==> src/rtl/video_mux_sched.sv <==
// Frame-synchronous mode/overlay/channel scheduler for the display video mux.
// Optional auto-cycle mode is built only when VMUX_AUTO_CYCLE_EN is defined.
module video_mux_sched #(
    parameter int unsigned NUM_MODES   = 4,
    parameter int unsigned AUTO_FRAMES = 60
) (
    input  logic       clk_in,
    input  logic       rst_n_in,
    input  logic       mode_btn_in,
    input  logic       frame_start_in,
    input  logic [1:0] overlay_sw_in,
    input  logic [2:0] channel_sw_in,
    input  logic       auto_en_in,
    output logic [2:0] mode_out,
    output logic       staff_en_out,
    output logic       crosshair_en_out,
    output logic [2:0] channel_sel_out,
    output logic       pending_out,
    output logic       mode_changed_out
);

    if (NUM_MODES < 2 || NUM_MODES > 8) begin : gen_bad_num_modes
        $error("NUM_MODES must be in 2..8");
    end

`ifdef VMUX_AUTO_CYCLE_EN
    typedef enum logic [1:0] {StIdle, StPending, StAuto} state_e;
    localparam int unsigned CntW = (AUTO_FRAMES > 1) ? $clog2(AUTO_FRAMES) : 1;
    logic [CntW-1:0] frame_cnt;
    logic            go_auto;
`else
    typedef enum logic [1:0] {StIdle, StPending} state_e;
    logic unused_auto;
    assign unused_auto = auto_en_in ^ (AUTO_FRAMES == 0);
`endif

    state_e     state;
    logic [2:0] pend_mode;
    logic       btn_q;
    logic       fs_q;
    logic       press;
    logic       frame_edge;

    assign press      = mode_btn_in & ~btn_q;
    // A held frame_start counts once, on its rising edge.
    assign frame_edge = frame_start_in & ~fs_q;
`ifdef VMUX_AUTO_CYCLE_EN
    assign go_auto    = frame_edge & auto_en_in;
`endif

    function automatic logic [2:0] next_mode(input logic [2:0] x);
        return (x == 3'(NUM_MODES - 1)) ? 3'd0 : x + 3'd1;
    endfunction

    always_ff @(posedge clk_in or negedge rst_n_in) begin
        if (!rst_n_in) begin
            state            <= StIdle;
            mode_out         <= 3'd0;
            pend_mode        <= 3'd0;
            staff_en_out     <= 1'b0;
            crosshair_en_out <= 1'b0;
            channel_sel_out  <= 3'd0;
            pending_out      <= 1'b0;
            mode_changed_out <= 1'b0;
            btn_q            <= 1'b0;
            fs_q             <= 1'b0;
`ifdef VMUX_AUTO_CYCLE_EN
            frame_cnt        <= '0;
`endif
        end else begin
            btn_q            <= mode_btn_in;
            fs_q             <= frame_start_in;
            mode_changed_out <= 1'b0;

            if (frame_edge) begin
                staff_en_out     <= overlay_sw_in[1];
                crosshair_en_out <= overlay_sw_in[0];
                channel_sel_out  <= channel_sw_in;
            end

            unique case (state)
                StIdle: begin
`ifdef VMUX_AUTO_CYCLE_EN
                    if (go_auto) begin
                        state     <= StAuto;
                        frame_cnt <= '0;
                    end else
`endif
                    if (press) begin
                        pend_mode   <= next_mode(mode_out);
                        state       <= StPending;
                        pending_out <= 1'b1;
                    end
                end
                StPending: begin
`ifdef VMUX_AUTO_CYCLE_EN
                    if (go_auto) begin
                        state       <= StAuto;
                        pending_out <= 1'b0;
                        frame_cnt   <= '0;
                    end else
`endif
                    begin
                        // On a coincident commit, pend_mode is the value being committed,
                        // so next(pend_mode) re-queues next(committed mode).
                        if (press) begin
                            pend_mode <= next_mode(pend_mode);
                        end
                        if (frame_edge) begin
                            mode_out         <= pend_mode;
                            mode_changed_out <= (pend_mode != mode_out);
                            if (!press) begin
                                state       <= StIdle;
                                pending_out <= 1'b0;
                            end
                        end
                    end
                end
`ifdef VMUX_AUTO_CYCLE_EN
                StAuto: begin
                    if (frame_edge) begin
                        if (!auto_en_in) begin
                            state     <= StIdle;
                            frame_cnt <= '0;
                        end else if (frame_cnt == CntW'(AUTO_FRAMES - 1)) begin
                            mode_out         <= next_mode(mode_out);
                            mode_changed_out <= 1'b1;
                            frame_cnt        <= '0;
                        end else begin
                            frame_cnt <= frame_cnt + 1'b1;
                        end
                    end
                end
`endif
                default: begin
                    state       <= StIdle;
                    pending_out <= 1'b0;
                end
            endcase
        end
    end

endmodule
==> config.mk <==
export PLATFORM = sky130hd
export DESIGN_NAME = video_mux_sched
export DESIGN_NICKNAME = d
export VERILOG_FILES = /design/src/rtl/video_mux_sched.sv
export SDC_FILE = /design/constraint.sdc
export NUM_CORES = 1
export LEC_CHECK = 0
export ABC_AREA = 1
export CAP_MARGIN = 20
export CORE_UTILIZATION = 40
export CTS_BUF_LIST = sky130_fd_sc_hd__clkbuf_4 sky130_fd_sc_hd__clkbuf_8
export CTS_CLUSTER_SIZE = 10
export DETAILED_ROUTE_END_ITERATION = 10
export MAX_ROUTING_LAYER = met4
export PLACE_DENSITY_LB_ADDON = 0.08
export SYNTH_ARGS = -nofsm -noshare
export SYNTH_HDL_FRONTEND = slang
export SYNTH_SLANG_ARGS = --single-unit
==> constraint.sdc <==
create_clock -name clk_in -period 1.9 [get_ports clk_in]
set_input_delay 0.38 -clock clk_in [delete_from_list [all_inputs] [get_ports clk_in]]
set_output_delay 0.38 -clock clk_in [all_outputs]
set_load 0.05 [all_outputs]
* After elaboration in Yosys (flattened, before gate mapping)
Index checks and enable logic that the tools add are counted.
W data, S select, Z words.
** Storage, ports and cells
- Register bits after elaboration :: 17
- Input bits :: 10
- Output and inout bits :: 10
- Logic and storage cells :: 44
** Cells by class
- $add $sub $neg :: 2
- Equality and inequality tests :: 8
- Multiplexer cells :: 15
- Bitwise gates (word level) :: 4
- Reductions and logical operators :: 5
** Operators with widths (number)
- $mux W3 :: 4
- $ne A2 B2 Y1 const B :: 4
- $add A3 B1 Y3 const B :: 2
- $eq A3 B2 Y1 const B :: 2
- $mux W2 :: 3
- $pmux W3 S2 :: 1
- $reduce_and A3 Y1 :: 2
- $mux W1 :: 5
- $pmux W2 S2 :: 1
- $ne A3 B3 Y1 :: 1
- $and A1 B1 Y1 :: 2
- $eq A2 B1 Y1 const B :: 1
- $logic_not A2 Y1 :: 1
- $not A1 Y1 :: 2
- $pmux W1 S2 :: 1
- $reduce_and A2 Y1 :: 1
- $reduce_bool A2 Y1 :: 1

* Depth between registers and ports, before layout
- Depth in word-level cells :: 5
- Gate-level depth with buffers :: 6
- Depth with buffers taken out :: 6

* Worst setup path after synthesis
Ideal clock, no wire load.
- Kind :: register to register
- Start point :: register mode_out[1]
- End point :: register pend_mode[0]
- Setup time :: 116 ps
- Data arrival time :: 1160 ps
- Data required time :: 1784 ps
- Setup slack :: 624 ps
- Stages on the path, launching flop included :: 7
- Path buffers :: 0
- Period minus slack after synthesis :: 1276 ps
- Cells stage by stage :: dfrtp_1 > ha_1 > nand2_1 > nand3_1 > nand2_1 > nand2_1 > nand2_1
** Between the ends
- Cells in the longest elaborated chain, start to end :: 4
** Ends and longest elaborated chain
- from (decl) :: line 14 : output logic [2:0] mode_out,
- from (signal assigned) :: line 110 : mode_out <= pend_mode;
- $eq A3 B2 Y1 :: line 52 : return (x == 3'(NUM_MODES - 1)) ? 3'd0 : x + 3'd1;
- $mux W3 :: line 52
- $mux W3 :: line 89 : if (press) begin
- $pmux W3 S2 :: line 81 : unique case (state)
- to (signal assigned) :: line 90 : pend_mode <= next_mode(mode_out);
- to (signal assigned) :: line 107 : pend_mode <= next_mode(pend_mode);
- to (decl) :: line 38 : logic [2:0] pend_mode;
No other way between the ends. The select of a mux whose other input is x is not followed.
A chain may end at the register's enable or synchronous reset.

* Worst setup path after layout
- Start point :: register staff_en_out
- End point :: output staff_en_out
** RTL lines
- from (decl) :: line 15 : output logic staff_en_out,
- from (signal assigned) :: line 76 : staff_en_out <= overlay_sw_in[1];
No word-level cell between the ends.

==> metrics.md <==
| Metric | Value |
|---|---|
| Post-synthesis cell count | `80` |
| Clock root buffer | `clkbuf_4` |
| Share of the synthesized area in the top cell type | `0.543` |
| Final Skew | `about 0.0037 ns` |
| Share of cells above drive strength 1 | `0.146` |
| Violated checks | `design-rule violations` |
| Maxcap violations | `0` |
| Hold Path Class | `in -> async` |
| GRT Total Usage | `0.170` |
| Post-cts resize count | `0` |
| Worst Max-Slew Pin Slew | `0.499 ns` |
| Final Hold Viols | `0` |
| Endpoints failing setup | `0` |
| Worst Setup End Kind | `primary output` |
| 1st-pass router iterations | `7` |
| Synth area leaders | `dfrtp_1 (54%), nand2_1 (18%), inv_1 (5.4%)` |
| Mux cell area share after synthesis | `0` |
| CP top delay family | `buffers and inverters` |
| Max incr delay on CP | `about 0.8 ns` |
| Synthesized cell area | `a little under 700 um2` |
| Switching power | `about 390 uW` |
| Post-route cell area | `918 um2` |
| Syn_nets | `between 90 and 100` |
| Final period util | `0.959` |
| RSZ-0062 raised after global routing | `no` |
| H-tree Lvls | `1` |
| Post-CTS setup buffers | `0` |
| Drt wl/cell | `about 10 um` |
| Post-synth top area cell | `dfrtp_1` |
| Net Sw Frac | `0.396` |
| Lkg Pwr | `0.000499 uW` |
| Starting Density | `0.443` |
| Placed Area | `around 890 um2` |
| Die height | `roughly 44 um` |
| Ys Warns | `0` |
| Peak VDD IR | `approximately 0.54 mV` |
| Comb pwr share | `0.379` |
| Vias in the first global route | `about 500` |
| Routed vias | `between 500 and 600` |
| Simple-gate share of the synthesized area | `0.281` |
| Largest net degree at the start of global routing | `16` |
| Clk_lat worst skew | `between 0.2 and 0.3 ns` |
| Routed Antenna Nets | `0` |
| Count of state elements after synthesis | `15` |
| Fmax | `approximately 550 MHz` |
| Cts hold-fix bufs | `0` |
| Overall power | `approximately 1000 uW` |
| Status | `complete, but fails checks` |
| Req. time, crit path | `~1.5 ns` |
| Clock Path Buffers | `2` |
| CTS tree | `done` |
| Routability cong. | `just over 0.8` |
| WP buf/inv | `1` |
| Setup Total Neg Slack | `0 ns` |
| Ports | `20` |
| Largest family of logic cells by synthesized area | `simple AND/OR/NAND/NOR gates` |
| Die width | `43.6 um` |
| Area Overhead vs Synth | `33.0%` |
| Rel. slew slack | `0.666` |
| Core Area | `~0.0016 mm2` |
| Mean Syn Cell Area | `between 8 and 9 um2` |
| First-pass GRT wire length | `about 2200 um` |
| Setup slack after layout | `~0.078 ns` |
| Largest fanout on the critical path | `2` |
| # nets final | `about 120` |
| # DRC | `4` |
| Row Count | `14` |
| CP Class | `reg -> out` |
| Final Core Density | `0.589` |
| Distinct cells, synth | `13` |
| Fin. max-slew vios | `0` |
| Buffers on Ports | `18` |
| Min Clock Period, post-route | `around 1.8 ns` |
| Vias per cell | `4.72` |
| Diode count | `0` |
| Cell Chain, Critical Path | `clkdlybuf4s50_1` |
| Sequential share of power | `0.424` |
| Synth Area in XOR/XNOR | `0.0127` |
| Violation count after the first detailed-route iteration | `13` |
| Sink Count | `15` |
| Synth Area in Compound Gates | `0.0670` |
| CTS Buf Count | `3` |
| Sequential fraction of the synthesis area | `0.543` |
| DIE AREA | `~0.0019 mm2` |
| Place WS | `between 0.3 and 0.4 ns` |
| Power share of the clock group | `0.197` |
| Total gr overflow | `0` |
| Crit-path slowest cell | `clkdlybuf4s50_1` |
| Arrival time worst endpoint | `between 1 and 1.5 ns` |
| CP Launch Type | `flip-flop` |
| Clock slew seen by the registers of the worst setup and hold paths | `about 0.090 ns` |
| DP HPWL | `934 um` |
| Initial antenna violation count | `0` |
| Total Routed Length | `~1200 um` |
| Cell Pwr Density | `1080 mW/mm2` |
| Adder-cell area share of the yosys netlist | `0.0362` |
| Internal Pwr Total | `approximately 600 uW` |
-- cells in the final DEF (no fill, tap or decap), drive strengths merged --
cell           count
nand3              4
clkdlybuf4s50     14
dfrtp             15
ha                 2
nor2               6
buf                5
inv               11
clkbuf             4
o21ai              5
nand2             34
xor2               1
a21oi              2
-- power groups by stage --
stage	clock [uW]	combinational [uW]	sequential, uW
global route	221	415	430
CTS	208	382	423
finish	196	378	422
global placement	0	373	425
floorplan	0	148	536
detailed placement	0	380	429
-- state kept, by name, indices dropped and copies added, names as in the netlist --
name              count
pend_mode             3
staff_en_out          1
pending_out           1
channel_sel_out       3
btn_q                 1
mode_changed_out      1
fs_q                  1
crosshair_en_out      1
mode_out              3
-- synth_stat cells --
master,count
o21ai_2,3
nand2_4,1
xor2_1,1
a21oi_1,2
o21ai_0,2
nor2_1,5
ha_1,2
dfrtp_1,15
inv_2,1
nand2_1,33
nand3_1,4
nor2_8,1
inv_1,10
-- path summary, 6_finish.rpt --
| kind | from | end | slack (ns) | cells past startpoint |
|---|---|---|---|---|
| max reg2reg | pend_mode[0]$_DFFE_PN0P_ | pend_mode[1]$_DFFE_PN0P_ | 0.85 | 3 |
| min in group clk_in | channel_sel_out[0]$_DFFE_PN0P_ | channel_sel_out[0]$_DFFE_PN0P_ | 0.47 | 2 |
| min | rst_n_in | channel_sel_out[2]$_DFFE_PN0P_ | 0.40 | 2 |
| min reg2reg | channel_sel_out[0]$_DFFE_PN0P_ | channel_sel_out[0]$_DFFE_PN0P_ | 0.47 | 2 |
| max in group asynchronous | rst_n_in | staff_en_out$_DFFE_PN0P_ | 1.33 | 2 |
| max | staff_en_out$_DFFE_PN0P_ | staff_en_out | 0.08 | 1 |
-- area by class of cell --
class	instances	area (um2)
clock buffer	4	30.0
fill	147	641
inverter	11	41.3
multi-input combinational	54	274
sequential	15	375
tap	16	20.0
timing repair buffer	19	178
-- kinds of logic after synthesis --
logic type      after synthesis
xor+xnor                      1
buf+inv                      11
simple gates                 44
flops                        15
fa+ha+maj                     2
compound gates                7
-- per-layer routing --
metal  up-vias  share of wire  global-route usage  wire [um]
li1        289              -                   -          -
met1       255           0.47               0.199        582
met2        13           0.45               0.248        552
met3         5          0.046              0.0542         56
met4         0          0.030               0.113         37
met5         -              0                   -          0
-- metrics by stage --
stage	hold WS [ns]	cells
after detailed placement	0.457	115
after global routing	0.419	119
final	0.395	119
after CTS	0.394	119
after floorplan	0.0844	80
after global placement	0.455	115
Power figures use the tool's default switching activity.
